--- src/rtl/fetch_sequencer.sv ---
// Fetch/execute/memory sequencer: owns the PC and instruction register and
// walks each instruction through FETCH, EXEC and optional MEM over ihit/dhit.
module fetch_sequencer #(
    parameter logic [31:0] PC_INIT = 32'h0000_0000
) (
    input  logic        CLK,
    input  logic        nRST,
    input  logic        ihit,
    input  logic [31:0] imemload,
    input  logic        dhit,
    input  logic        halt,
    input  logic        dren,
    input  logic        dwen,
    input  logic [1:0]  branch,
    input  logic [1:0]  jump,
    input  logic        zero,
    input  logic [15:0] imm16,
    input  logic [25:0] jaddr,
    input  logic [31:0] rs_data,
    output logic [31:0] instr,
    output logic [31:0] pc,
    output logic [31:0] pc_plus4,
    output logic        imemREN,
    output logic        dmemREN,
    output logic        dmemWEN,
    output logic        wb_en,
    output logic        halted
);

    typedef enum logic [1:0] {StFetch, StExec, StMem, StHalted} state_e;

    state_e      state_q;
    logic [31:0] pc_q;
    logic [31:0] instr_q;
    logic        wb_en_q;

    logic [31:0] pc_plus4_w;
    logic [31:0] branch_off;
    logic        taken;
    logic [31:0] next_pc;

    assign pc_plus4_w = pc_q + 32'd4;
    assign branch_off = {{14{imm16[15]}}, imm16, 2'b00};
    assign taken      = ((branch == 2'b01) & zero) | ((branch == 2'b10) & ~zero);

    // Jump decode wins over any concurrent branch decode.
    always_comb begin
        next_pc = pc_plus4_w;
        if (jump == 2'b11) begin
            next_pc = {pc_plus4_w[31:28], jaddr, 2'b00};
        end else if (jump == 2'b01) begin
            next_pc = rs_data;
        end else if (taken) begin
            next_pc = pc_plus4_w + branch_off;
        end
    end

    always_ff @(posedge CLK or negedge nRST) begin
        if (!nRST) begin
            state_q <= StFetch;
            pc_q    <= PC_INIT;
            instr_q <= 32'h0;
            wb_en_q <= 1'b0;
        end else begin
            wb_en_q <= 1'b0;
            case (state_q)
                StFetch: begin
                    if (ihit) begin
                        instr_q <= imemload;
                        state_q <= StExec;
                    end
                end
                StExec: begin
                    if (halt) begin
                        state_q <= StHalted;
                    end else if (dren | dwen) begin
                        state_q <= StMem;
                    end else begin
                        pc_q    <= next_pc;
                        wb_en_q <= 1'b1;
                        state_q <= StFetch;
                    end
                end
                StMem: begin
                    if (dhit) begin
                        pc_q    <= next_pc;
                        wb_en_q <= 1'b1;
                        state_q <= StFetch;
                    end
                end
                StHalted: state_q <= StHalted;
                default:  state_q <= StFetch;
            endcase
        end
    end

    // Gating with nRST keeps the fetch request low for the whole reset window.
    assign imemREN  = nRST & (state_q == StFetch);
    assign dmemREN  = (state_q == StMem) & dren;
    assign dmemWEN  = (state_q == StMem) & dwen;
    assign halted   = (state_q == StHalted);
    assign wb_en    = wb_en_q;
    assign pc       = pc_q;
    assign pc_plus4 = pc_plus4_w;
    assign instr    = instr_q;

endmodule

--- config.mk ---
export PLATFORM = sky130hd
export DESIGN_NAME = fetch_sequencer
export DESIGN_NICKNAME = d
export VERILOG_FILES = /design/src/rtl/fetch_sequencer.sv
export SDC_FILE = /design/constraint.sdc
export NUM_CORES = 1
export LEC_CHECK = 0
export ABC_AREA = 1
export BUFFER_PORTS_ARGS = -buffer_cell sky130_fd_sc_hd__clkbuf_2
export CAP_MARGIN = 20
export CORE_MARGIN = 1.5
export CORE_UTILIZATION = 45
export CTS_CLUSTER_DIAMETER = 120
export DETAILED_ROUTE_END_ITERATION = 12
export GPL_TIMING_DRIVEN = 0
export PLACE_DENSITY = 0.73
export SLEW_MARGIN = 25
export SYNTH_ARGS = -nofsm -noshare
export SYNTH_HDL_FRONTEND = slang
export SYNTH_SLANG_ARGS = --single-unit
--- constraint.sdc ---
create_clock -name CLK -period 4.05 [get_ports CLK]
set_input_delay 0.2025 -clock CLK [delete_from_list [all_inputs] [get_ports CLK]]
set_output_delay 0.2025 -clock CLK [all_outputs]
set_load 0.01 [all_outputs]
Yosys cells after proc, flatten, opt, wreduce, memory -nomap -nowiden
Index checks and enable logic that the tools add are counted.
{"block": "totals", "input_bits": 118, "mem_count": 0, "ram_bits": 0, "elab_cells": 46, "reg_bits": 67, "out_inout_bits": 101, "latch_bits": 0, "romBits": 0}
{"block": "op_classes", "shift": 0, "add_sub_neg": 2, "bitwise_logic": 8, "div_mod_pow": 0, "n_reduce_logical": 5, "mul": 0, "eq_ne": 11, "n_mux": 16, "order_cmp": 0}
{"operator": "2-to-1 mux 32 bit", "count": 6}
{"operator": "case mux 32 bit (2 select lines)", "count": 1}
{"operator": "adder 32 x 3 -> 32 bit, second input constant", "count": 1}
{"operator": "adder 32 bit", "count": 1}
{"operator": "== test 2 bit, second input constant", "count": 4}
{"operator": "2-to-1 mux 2 bit", "count": 4}
{"operator": "inequality test 2 bit, second input constant", "count": 4}
{"operator": "case mux 2 bit (4 select lines)", "count": 1}
{"operator": "== test 2 x 1 -> 1 bit, second input constant", "count": 3}
{"operator": "AND 1 bit", "count": 5}
{"operator": "AND reduction 2 bit", "count": 2}
{"operator": "AND reduction 4 bit", "count": 1}
{"operator": "2-to-1 mux 1 bit", "count": 3}
{"operator": "zero test 2 bit", "count": 1}
{"operator": "bitwise OR 1 bit", "count": 2}
{"operator": "case mux 1 bit (2 select lines)", "count": 1}
{"operator": "nonzero test 2 bit", "count": 1}
{"operator": "NOT 1 bit", "count": 1}

Logic depth before layout (Yosys ltp)
{"block": "depth", "word_depth": 9, "depth_mapped": 26, "mapped_depth_nobuf": 26}

Worst setup path before layout
Ideal clock, no wire load.
{"block": "synth_timing", "path_type": "register to register", "from": "register pc_q[3], in the netlist pc[3]", "to": "register pc_q[27], in the netlist pc[27]", "period_less_slack_ns": 2.829, "setup_time_ns": 0.116, "path_slack_ns": 1.221, "path_stages_with_launch": 23, "path_buffers": 0, "arrival_time_ns": 2.713, "required_time_ns": 3.934, "path_cell_list": "dfrtp_1 > ha_1 > nand2_1 > nor2_2 > nand2_2 > nor3_2 > nand3_1 > xor2_1 > inv_2 > ha_1 > nand2_1 > nor2_1 > inv_1 > nor3_1 > nand2_1 > nand3_1 > nand2_1 > nand3_1 > nand2_1 > nand2_1 > nand2_1 > nand2_1 > nand2_1"}
{"block": "synth_between", "elab_chain_cells": 8, "elab_cells_between_ends": 9, "cone_classes": "add/sub (2); mux (7)"}
{"element": "start, declared", "line": "33", "source": "logic [31:0] pc_q;"}
{"element": "start signal, assigned", "line": "79", "source": "pc_q <= next_pc;"}
{"element": "start signal, assigned", "line": "86", "source": "pc_q <= next_pc;"}
{"element": "adder 32 x 3 -> 32 bit (*)", "line": "42", "source": "assign pc_plus4_w = pc_q + 32'd4;"}
{"element": "named net pc_plus4[20]", "line": "22", "source": "output logic [31:0] pc_plus4,"}
{"element": "adder 32 bit (*)", "line": "54", "source": "next_pc = pc_plus4_w + branch_off;"}
{"element": "2-to-1 mux 32 bit (*)", "line": "53", "source": "end else if (taken) begin"}
{"element": "2-to-1 mux 32 bit (*)", "line": "51", "source": "end else if (jump == 2'b01) begin"}
{"element": "2-to-1 mux 32 bit (*)", "line": "49", "source": "if (jump == 2'b11) begin"}
{"element": "2-to-1 mux 32 bit", "line": "76", "source": "end else if (dren | dwen) begin"}
{"element": "2-to-1 mux 32 bit", "line": "74", "source": "if (halt) begin"}
{"element": "case mux 32 bit (2 select lines) (*)", "line": "66", "source": "case (state_q)"}
The timed path passes the listed nets; every way through them passes the cells marked *. The select of a mux whose other input is x is not followed.
A chain may end at the register's enable or synchronous reset.

Worst setup path in the final report
{"block": "layout_timing", "from": "register pc_q[3], in the netlist pc[3]", "to": "register pc_q[21], in the netlist pc[21]"}
{"block": "layout_between", "elab_chain_cells": 8, "elab_cells_between_ends": 9, "cone_classes": "add/sub (2); mux (7)"}
{"element": "adder 32 x 3 -> 32 bit (*)", "line": "42"}
{"element": "adder 32 bit", "line": "54"}
{"element": "2-to-1 mux 32 bit (*)", "line": "53"}
{"element": "2-to-1 mux 32 bit (*)", "line": "51"}
{"element": "2-to-1 mux 32 bit (*)", "line": "49"}
{"element": "2-to-1 mux 32 bit", "line": "76"}
{"element": "2-to-1 mux 32 bit", "line": "74"}
{"element": "case mux 32 bit (2 select lines) (*)", "line": "66"}
Every way passes the cells marked *; elsewhere a longest branch is shown, timed or not. The select of a mux whose other input is x is not followed.

==> reports/results.ini <==
[synthesis]
syn_inst = 971
syn_area_um2 = 6460
synth_ff_type = dfrtp_1
synthArstFlopShare = 1.00
synth_nets = 1131
synth.yosys.seq_area_share = 0.260
synth_edf_count = 0
yosys_warnings = 0
synth_seq_cells = 67
avgSynthCellArea_um2 = 6.65
synthDistinctLibCells = 47

[finish]
final_cells = 1386
area_growth_pct = 25.5
final_core_util = 0.582
nets = 1362
diodes = 0
drive_gt1_frac = 0.250
num-fill-cells = 1425

[run_status]
outcome = complete, no violations

[setup_path]
arrival_ns = 3.81
cp_cell_sequence = ha_1 -> nand2_1 -> clkinv_1 -> nand2_1 -> nor2_1 -> nand4_1 -> xor2_1 -> ha_1 -> nand2_1 -> inv_1 -> a21oi_1 -> nand3_1 -> nand3_1 -> nand2_1 -> nand2_1 -> nand3_1 -> nand2_1 -> a21oi_1
critical-path-top-delay-family = simple AND/OR/NAND/NOR gates
cp.required_ns = 4.26
max_stage_delay_ns = 0.44
crit_fanout = 5
critPathKind = reg -> reg
start_kind = flop
slowest_stage = dfrtp_1
endpoint_kind = flop
crit_buf_inv = 2
cpMostUsedCell = nand2_1

[sta]
slew_headroom = 0.461
fin_crit_ns = 3.61
drv_slew = 0
rsz0062_at_grt = false
max_freq_mhz = 277
finalCritPeriodShare = 0.891
max_slew.worst_pin.slew_ns = 0.809
finalHoldViolCount = 0
skew_ns = 0.00817
fin_setup_tns_ns = 0
finalSetupViolations = 0

[drt]
drtPass1Iterations = 5
vias = 7408
drtIter0Drc = 562
antenna_left = 0
finalWirelength_um = 23600
drc = 0
routedWlPerCell_um = 17.0
viasPerCell = 5.34

[global_route]
grtUsageTotal = 0.314
grt_max_degree = 48
grt_overflow = 0
grt_first_pass_wirelength_um = 35900
antenna_found_initial = 0
grt_pass1_vias = 6883

[job]
drv_cap = 0

[clock_tree]
cts_sinks = 67
ctsHtreeMaxLevel = 3
cts_root_buffer = clkbuf_16
clk_pin_slew_ns = 0.06
clock_path_buffers = 2
clk_latency_ns = 0.33
cts_buffers = 9
cts_tree = done

[die]
io_pins = 219
core_area_um2 = 13900
die_w_um = 123
die-area_um2 = 15100
row_count = 43
dieHeight_um = 123
start_util = 0.463

[hold_path]
hp-class = in -> reg

[place]
dp_hpwl_um = 19600
portBuffers = 218
routabilityCongestion = 0.968
placedCellCount = 1370

[power]
peakVddDrop_v = 0.000444
power.density_nw_per_um2 = 829
leakagePower_uw = 0.00448

logic make-up after synthesis:
family,share of synthesized area
simple gates,0.332
buf+inv,0.0963
compound gates,0.137
flops,0.260
fa+ha+maj,0.0825
mux,0.0558
xor+xnor,0.0364
cells in the mapped netlist, types with 3 or more instances:
cell	number	area (µm²)
nand2_1	280	1050
inv_1	131	492
nor2_1	101	379
dfrtp_1	67	1680
a21oi_1	62	310
nand3_1	56	280
ha_1	41	513
mux2_2	32	360
o21ai_0	25	125
xor2_1	23	201
a221oi_1	20	175
nor3_1	11	55.1
o21ai_1	11	55.1
a22oi_1	10	75.1
clkbuf_1	10	37.5
nand4_1	10	62.6
o21bai_1	6	45.0
and2_1	5	31.3
buf_1	5	18.8
buf_2	5	25.0
inv_2	5	18.8
or2_2	5	31.3
a21o_1	4	30.0
nand3b_1	4	30.0
a31oi_1	3	18.8
buf_4	3	22.5
nand2_2	3	18.8
nand2_4	3	33.8
nor3_2	3	30.0
o211ai_1	3	22.5
registers in the layout (all words and copies together) (netlist names):
name	count
instr	32
pc	32
state_q	2
wb_en	1
final cells by class:
type	count	area, µm²	share of cell area
multi-input combinational	743	4160	0.513
sequential	67	1680	0.207
timing repair buffer	220	1130	0.140
inverter	138	518	0.0639
clock buffer	10	229	0.0282
tap	180	225	0.0278
buffer	23	104	0.0128
clock inverter	5	63.8	0.00787
routing by layer:
metal / GRT usage / share of wire / up-vias
li1: - / - / 3629
met1: 0.440 / 0.44 / 3391
met2: 0.498 / 0.46 / 358
met3: 0.0613 / 0.090 / 30
met4: 0.0741 / 0.017 / 0
met5: 0 / 0 / -
path summary, 6_finish.rpt:
check	slack [ns]	cells past startpoint	endpoint	startpoint
setup / recovery	0.44	18	pc[21]	pc[3]
hold / removal	0.1	2	instr[3]	imemload[3]
setup reg to reg	0.44	18	pc[21]	pc[3]
hold reg to reg	0.50	1	instr[17]	instr[17]
max in group asynchronous	3.14	3	pc[8]	nRST
min in group asynchronous	0.36	2	instr[1]	nRST
placed cells by master (no fill, tap or decap), types with 3 or more instances in the layout:
cell       synthesis  final
nand2_4            3      3
nand3b_1           4      4
ha_1              41     41
nand2_2            3      3
or2_2              5      5
a31oi_1            3      3
clkbuf_16          0      9
a22oi_1           10     10
inv_2              5      5
buf_4              3      3
o21ai_0           25     25
o21bai_1           6      6
dfrtp_1           67     67
a21o_1             4      4
mux2_2            32     32
clkbuf_1          10     11
nor2_1           101    101
nor3_1            11     11
inv_1            131    131
buf_2              5      5
nand4_1           10     10
clkbuf_2           0    217
nor3_2             3      3
a21oi_1           62     62
and2_1             5      5
xor2_1            23     23
nand2_1          280    280
a221oi_1          20     20
o211ai_1           3      3
nand3_1           56     56
o21ai_1           11     11
buf_1              5      5
through the flow:
step	power, µW	hold slack, ns	area (µm²)	setup slack [ns]
final	6720	0.0989	8110	0.443
after global placement	5770	0.435	7770	0.544
after CTS	6670	0.0948	8110	0.519
after floorplan	4300	-0.0931	6460	1.22
after global routing	7300	0.0954	8110	0.132
after detailed placement	5860	0.164	7800	0.540
power breakdown:
part / total [µW] / internal, µW / switching [µW]
combinational: 4550 / 1660 / 2890
sequential: 1380 / 1010 / 371
clock: 782 / 478 / 304
what timing repair did:
item,4_1_cts,5_1_grt
hold endpoints to repair,21,0
setup buffers,0,0
hold buffers,1,0
resized for setup,0,0
Power figures use the tool's default switching activity.
